--- src/rtl/snake_pkg.sv ---
// Shared constants for the snake game blocks: state encoding, score width, timing.
package snake_pkg;

    typedef enum logic [1:0] {
        ST_IDLE = 2'b00,
        ST_PLAY = 2'b01,
        ST_OVER = 2'b10
    } state_t;

    localparam int SCORE_W        = 8;
    localparam int MAX_SCORE_DEF  = 99;
    localparam int CLK_HZ         = 25_000_000;
    // One second of hold time per displayed value.
    localparam int ALT_PERIOD_DEF = CLK_HZ;

endpackage

--- src/rtl/alt_timer.sv ---
// Free-running modulo-PERIOD counter with synchronous clear and a one-cycle wrap pulse.
module alt_timer #(
    parameter int PERIOD = 4,
    parameter int W      = 3
) (
    input  logic clk,
    input  logic rst_n,
    input  logic clr,
    input  logic en,
    output logic wrap
);

    logic [W-1:0] cnt;

    // Wrap is asserted during the last count so the consumer toggles on the same edge the counter returns to 0.
    assign wrap = en && (cnt == W'(PERIOD - 1));

    always_ff @(posedge clk) begin
        if (!rst_n || clr)
            cnt <= '0;
        else if (en)
            cnt <= wrap ? '0 : cnt + W'(1);
    end

endmodule

--- src/rtl/score_keeper.sv ---
// Game score accumulator with saturating add, high-score retention and post-game score/high alternation.
module score_keeper
    import snake_pkg::*;
#(
    parameter int MAX_SCORE  = MAX_SCORE_DEF,
    parameter int POINTS     = 1,
    parameter int ALT_PERIOD = ALT_PERIOD_DEF,
    parameter int ALT_W      = 25
) (
    input  logic               clk,
    input  logic               rst_n,
    input  logic               game_start,
    input  logic               food_eaten,
    input  logic               game_over,
    output logic [SCORE_W-1:0] score_out,
    output logic [SCORE_W-1:0] high_score,
    output logic               new_high,
    output logic               showing_high,
    output logic [1:0]         state
);

    state_t             st_q, st_n;
    logic [SCORE_W-1:0] score_q, score_n, high_n, out_n, fin;
    logic [SCORE_W:0]   sum9;
    logic               nh_n, sh_n;
    logic               alt_clr, alt_wrap;

    assign state = st_q;

    // Counter runs only while holding in OVER; any other state or a restart pins it at 0.
    assign alt_clr = (st_q != ST_OVER) || game_start;

    alt_timer #(
        .PERIOD (ALT_PERIOD),
        .W      (ALT_W)
    ) u_alt (
        .clk   (clk),
        .rst_n (rst_n),
        .clr   (alt_clr),
        .en    (st_q == ST_OVER),
        .wrap  (alt_wrap)
    );

    // Nine-bit sum so a large POINTS step near the ceiling cannot wrap before clamping.
    assign sum9 = {1'b0, score_q} + (SCORE_W+1)'(POINTS);

    always_comb begin
        fin = score_q;
        if (food_eaten)
            fin = (sum9 > (SCORE_W+1)'(MAX_SCORE)) ? SCORE_W'(MAX_SCORE) : sum9[SCORE_W-1:0];
    end

    always_comb begin
        st_n    = st_q;
        score_n = score_q;
        high_n  = high_score;
        nh_n    = new_high;
        sh_n    = showing_high;
        case (st_q)
            ST_IDLE: begin
                if (game_start) begin
                    st_n    = ST_PLAY;
                    score_n = '0;
                    nh_n    = 1'b0;
                end
            end
            ST_PLAY: begin
                if (game_over) begin
                    st_n    = ST_OVER;
                    score_n = fin;
                    sh_n    = 1'b0;
                    if (fin > high_score) begin
                        high_n = fin;
                        nh_n   = 1'b1;
                    end
                end else if (game_start) begin
                    score_n = '0;
                end else begin
                    score_n = fin;
                end
            end
            ST_OVER: begin
                if (game_start) begin
                    st_n    = ST_PLAY;
                    score_n = '0;
                    nh_n    = 1'b0;
                    sh_n    = 1'b0;
                end else if (alt_wrap) begin
                    sh_n = ~showing_high;
                end
            end
            default: begin
                st_n    = ST_IDLE;
                score_n = '0;
                nh_n    = 1'b0;
                sh_n    = 1'b0;
            end
        endcase
        // Selecting from next-state values keeps score_out aligned with showing_high.
        out_n = sh_n ? high_n : score_n;
    end

    always_ff @(posedge clk) begin
        if (!rst_n) begin
            st_q         <= ST_IDLE;
            score_q      <= '0;
            high_score   <= '0;
            new_high     <= 1'b0;
            showing_high <= 1'b0;
            score_out    <= '0;
        end else begin
            st_q         <= st_n;
            score_q      <= score_n;
            high_score   <= high_n;
            new_high     <= nh_n;
            showing_high <= sh_n;
            score_out    <= out_n;
        end
    end

endmodule
--- config.mk ---
export PLATFORM = sky130hd
export DESIGN_NAME = score_keeper
export DESIGN_NICKNAME = d
export VERILOG_FILES = /design/src/rtl/snake_pkg.sv /design/src/rtl/alt_timer.sv /design/src/rtl/score_keeper.sv
export SDC_FILE = /design/constraint.sdc
export NUM_CORES = 1
export LEC_CHECK = 0
export BUFFER_PORTS_ARGS = -buffer_cell sky130_fd_sc_hd__buf_2
export CAP_MARGIN = 20
export CORE_ASPECT_RATIO = 1.2
export CORE_UTILIZATION = 30
export CTS_CLUSTER_DIAMETER = 120
export DETAILED_ROUTE_END_ITERATION = 10
export SETUP_SLACK_MARGIN = 0.2
export SLEW_MARGIN = 25
export SYNTH_ARGS = -nofsm -noshare
export SYNTH_HDL_FRONTEND = slang
export SYNTH_SLANG_ARGS = --single-unit
export TNS_END_PERCENT = 1
--- constraint.sdc ---
create_clock -name clk -period 5.2 [get_ports clk]
set_clock_uncertainty 0.2 [all_clocks]
set_input_delay 0.78 -clock clk [delete_from_list [all_inputs] [get_ports clk]]
set_output_delay 0.78 -clock clk [all_outputs]
set_load 0.1 [all_outputs]
# Word-level counts from Yosys, hierarchy flattened
# Index checks and enable logic that the tools add are counted.
[word_totals]
ff_bits = 53
latch_bits = 0
mem_bits_rw = 0
mem_bits_ro = 0
in_bits = 5
elab_cells = 49
mem_count = 0
[op_classes]
add_sub_neg = 2
n_mul = 0
div_mod_pow = 0
magnitude_cmp = 2
n_eq_ne = 7
shift = 0
mux = 22
bitwise_logic = 1
reduce_logical = 8
[op_table]
columns = ["operator", "n"]
rows = [
  ["$mux 8", 9],
  ["$add 25x1->25 const B", 1],
  ["$eq 25x25->1 const B", 1],
  ["$mux 25", 1],
  ["$pmux 8 s2", 1],
  ["$add 8x1->9 const B", 1],
  ["$gt 9x7->1 const B", 1],
  ["$gt 8x8->1", 1],
  ["$mux 1", 6],
  ["$ne 2x2->1 const B", 3],
  ["$mux 2", 2],
  ["$pmux 2 s2", 1],
  ["$pmux 1 s3", 1],
  ["$reduce_and 3->1", 1],
  ["$eq 2x1->1 const B", 1],
  ["$eq 2x2->1 const B", 1],
  ["$logic_not 2->1", 1],
  ["$logic_or 1x1->1", 2],
  ["$ne 2x1->1 const B", 1],
  ["$pmux 1 s2", 1],
  ["$reduce_and 2->1", 1],
  ["$reduce_or 2->1", 1],
  ["$logic_and 1x1->1", 1],
  ["$logic_not 1->1", 1],
  ["$not 1->1", 1],
]

# Depth between registers and ports, before layout
[depth]
ltp_word = 9
ltp_mapped = 18
ltp_nobuf = 16

# Hierarchy
# Synthesis repeated with hierarchy kept, for this count alone.
[unflattened]
hier_cells = 379
area_unflattened_um2 = 3131.8
[modules_own_cells]
columns = ["mod", "instances", "cells_per_inst", "area_per_inst_um2", "seq_area_each_um2"]
rows = [
  ["score_keeper", 1, 230, 1831.8, 560.5],
  ["alt_timer", 1, 149, 1300.0, 500.5],
]

# Worst setup path after synthesis
# No wires, ideal clock.
[synth_path]
path_kind = "register to register"
start = "register score_q[0]"
end = "register score_out[1]"
setup_time_ns = 0.059
arrival_ns = 3.560
path_slack_ns = 1.381
path_stages_with_launch = 18
path_cell_list = "dfxtp_1 > ha_1 > buf_2 > nor4_1 > o21ai_0 > nor3b_1 > or2_1 > and3_4 > nor2_1 > ha_1 > nor2b_1 > o211ai_1 > a21oi_1 > o21ai_1 > clkbuf_1 > nand3_1 > mux2i_1 > a41o_1"
[synth_via]
elab_chain_len = 9
word_cells_on_any_way = 12
[synth_lines]
columns = ["item", "line", "text"]
rows = [
  ["start: declaration", "score_keeper.sv:23", "logic [SCORE_W-1:0] score_q, score_n, high_n, out_n, fin;"],
  ["start signal: assignment", "score_keeper.sv:113", "score_q <= score_n;"],
  ["$add 8x1->9", "score_keeper.sv:45", "assign sum9 = {1'b0, score_q} + (SCORE_W+1)'(POINTS);"],
  ["$gt 9x7->1", "score_keeper.sv:50", "fin = (sum9 > (SCORE_W+1)'(MAX_SCORE)) ? SCORE_W'(MAX_SCORE) : sum9[SCORE_W-1:0];"],
  ["$mux 8", "score_keeper.sv:50", ""],
  ["$mux 8 (*)", "score_keeper.sv:49", "if (food_eaten)"],
  ["$gt 8x8->1", "score_keeper.sv:72", "if (fin > high_score) begin"],
  ["$mux 8", "score_keeper.sv:72", ""],
  ["$mux 8", "score_keeper.sv:68", "if (game_over) begin"],
  ["$mux 8", "score_keeper.sv:59", "case (st_q)"],
  ["$mux 8 (*)", "score_keeper.sv:100", "out_n = sh_n ? high_n : score_n;"],
  ["end signal: assignment", "score_keeper.sv:117", "score_out <= out_n;"],
  ["end: declaration", "score_keeper.sv:15", "output logic [SCORE_W-1:0] score_out,"],
]
# Every way passes the cells marked *; elsewhere a longest branch is shown, timed or not.
# A chain may end at the register's enable or synchronous reset.

# Worst setup path after layout
[layout_path]
start = "register score_q[0]"
end = "register score_out[7]"
# Same word-level chain as after synthesis.

==> impl_results.md <==
- Clk Latency, worst-skew pair: 290 ps
- Sw frac: 25.7%
- Die Span Y: 110 µm
- Max-cap violation count: 0
- Slowest CP cell: dfxtp_1
- Leak Pwr: 1.21 nW
- GRT Residual Overflow: 0
- Worst Setup Start Kind: register
- Routed vias/inst: 5.16
- Max Fclk: 236 MHz
- Combinational share of power: 8.3%
- Largest net degree at the start of global routing: 25
- Detailed-route via count: 2511
- Clock transition at the registers of the reported paths: 70 ps
- Sequential share of power: 50.8%
- Asr flop ratio synth: 0%
- Crit. Startpoint: score_q[0]
- DR pass1 iterations: 6
- Area grow syn2layout: 11.4%
- Chip Width: 92.1 µm
- Worst setup EP type: register
- Antenna cell count: 0
- Actual slew at the worst max-slew pin: 935 ps
- CP required: 5170 ps
- Commonest cells after routing, fill and taps aside: dfxtp_1 (53), nor2_1 (41), nand2_1 (29)
- Kind of critical path: register to register
- Routed len/inst: 13.8 µm
- Yosys reg bits: 53
- Min Tclk post-route: 4230 ps
- Die area: 10100 µm²
- First-pass GRT wire length: 11.4 mm
- Warnings, synthesis: 0
- Number of synthesized flops with an enable pin: 0
- Mapped Avg Cell Area: 8.34 µm²
- Cts bufs inserted: 5
- Internal Power: 0.000605 W
- Slew Limit Headroom: 37.5%
- Clock Sinks: 53
- Fillers: 1000
- DRT iter0 DRCs: 108
- Top FF cell, synth: dfxtp_1
- Setup crit end: score_out[7]
- Mapped Area: 2920 µm²
- Commonest non-fill, non-tap cell in the layout: dfxtp_1
- Setup TNS: 0 ps
- Reg2reg start: score_q[0]
- Post_cts resized: 0
- Residual DRC count: 0
- Clock power frac: 40.9%
- Min-delay worst type: register to register
- Fin util: 34.4%
- R2r setup slk: 970 ps
- Antenna-violating nets left: 0
- Seq/Total Area, Yosys: 36.3%
- Vias in the first global route: 2391
- Critical path buffers and inverters: 1
- RSZ-0062 raised after global routing: false
- Distinct cells, synth: 61
- Min-Delay Path Depth: 1
- Row count: 39
- Final Cell Area: 3250 µm²
- Root Buffer: clkbuf_16
- Status: completed
- Core footprint: 9470 µm²
- Ports: 25
- CTS Hold Buffers Added: 0
- Setup Buffers After CTS: 0
- Nets: 379
- GPL Wtd Cong: 0.886
- Final Cycle Share: 81.4%
- Crit-path cells: ha_1 > nor2b_1 > a31oi_1 > o211ai_1 > a41oi_4 > or2_1 > and3_4 > nor2_1 > ha_1 > nor2b_1 > o211ai_1 > a21oi_1 > o21ai_1 > buf_4 > mux2i_1 > nor2_1 > mux2_1
- Count of final setup violators: 0
- VDD IR max: 127 µV
- Total track usage: 14.2%
- TritonCTS clock tree: yes
- Fin. max-slew vios: 0
- Worst path max stage delay: 580 ps
- Share of layout cells above drive strength 1: 13.7%
- Worst R2R End: score_out[7]
- Dpl cell area: 3100 µm²
- Post-DP HPWL: 5.06 mm
- Syn Nets: 366
- IO buf count: 24
- Clk buf depth: 2
- Sw Pwr: 0.000209 W
- Critical Path AT: 4210 ps
- Synth Instances: 350
- Starting density of the core: 30.8%
- P per Cell Area: 250 nW/µm²
- R2R depth: 17
- Cell family with most CP delay: compound AO/OA/AOI/OAI gates
- CTS H-tree lvls: 2
- Worst path depth: 17
- Fin. Hold Viols: 0
- Final WL: 6.74 mm
- Crit Path Max Fanout: 15
- Initial antenna violation count: 0
-- worst register-to-register path, cell delays in order (launching register included) --
cell	delay, ps
dfxtp_1	580
ha_1	520
nor2b_1	140
a31oi_1	190
o211ai_1	150
a41oi_4	330
or2_1	190
and3_4	200
nor2_1	50
ha_1	290
nor2b_1	130
o211ai_1	160
a21oi_1	90
o21ai_1	120
buf_4	230
mux2i_1	210
nor2_1	70
mux2_1	290
-- Yosys cell counts (7+ instances only) --
library cell | n | area [µm²]
a21oi_1 | 19 | 95.1
clkbuf_1 | 10 | 37.5
dfxtp_1 | 53 | 1060
ha_1 | 11 | 138
inv_1 | 16 | 60.1
nand2_1 | 29 | 109
nand3_1 | 13 | 65.1
nand4_1 | 17 | 106
nor2_1 | 41 | 154
o21ai_0 | 12 | 60.1
xnor2_1 | 7 | 61.3
xor2_1 | 19 | 166
-- layer usage --
layer / global-route usage (%) / part of all wire, % / vias up
met1: 18.0 / 46 / 1203
li1: - / - / 1260
met4: 4.24 / 1.7 / 0
met5: 0 / 0 / -
met3: 2.26 / 2.8 / 11
met2: 24.7 / 49 / 37
-- worst min-delay path by stage --
stage            startpoint           end  slack (ps)
2_1_floorplan  u_alt.cnt[0]  u_alt.cnt[0]         230
6_report       u_alt.cnt[0]  u_alt.cnt[0]         260
3_3_place_gp   u_alt.cnt[0]  u_alt.cnt[0]         230
5_1_grt        u_alt.cnt[0]  u_alt.cnt[0]         290
3_5_place_dp   u_alt.cnt[0]  u_alt.cnt[0]         240
4_1_cts        u_alt.cnt[0]  u_alt.cnt[0]         250
-- registers in the layout, summed over array words and instances (netlist names) --
signal        cells
u_alt.cnt        25
state             2
showing_high      1
high_score        8
new_high          1
score_out         8
score_q           8
-- cell families after synthesis --
logic type | Yosys count | synth area share, %
compound gates | 74 | 18.3
fa+ha+maj | 11 | 4.71
buf+inv | 37 | 5.74
mux | 7 | 2.49
flops | 53 | 36.3
xor+xnor | 26 | 7.80
simple gates | 142 | 24.7
-- layout make-up --
| cell class | count | area, µm² | share of cell area, % |
|---|---|---|---|
| clock buffer | 6 | 129 | 3.96 |
| timing repair buffer | 26 | 139 | 4.27 |
| sequential | 53 | 1060 | 32.6 |
| clock inverter | 2 | 13.8 | 0.423 |
| multi-input combinational | 260 | 1690 | 52.0 |
| tap | 123 | 154 | 4.73 |
| inverter | 17 | 63.8 | 1.96 |
-- through the flow --
step | power (W) | hold WS [ps] | std cells | worst slack [ps]
6_report | 0.000814 | 258 | 487 | 968
5_1_grt | 0.000845 | 289 | 487 | 576
4_1_cts | 0.000820 | 255 | 486 | 987
3_5_place_dp | 0.000491 | 245 | 478 | 1010
3_3_place_gp | 0.000489 | 234 | 478 | 1160
2_1_floorplan | 0.000476 | 226 | 350 | 1380
-- power by group through the flow --
stage	sequential, W	clock [W]	combinational, W
6_report	0.000414	0.000333	0.0000673
4_1_cts	0.000414	0.000338	0.0000672
5_1_grt	0.000415	0.000358	0.0000723
2_1_floorplan	0.000443	0	0.0000324
3_3_place_gp	0.000423	0	0.0000660
3_5_place_dp	0.000424	0	0.0000671
(Power assumes the default switching activity.)
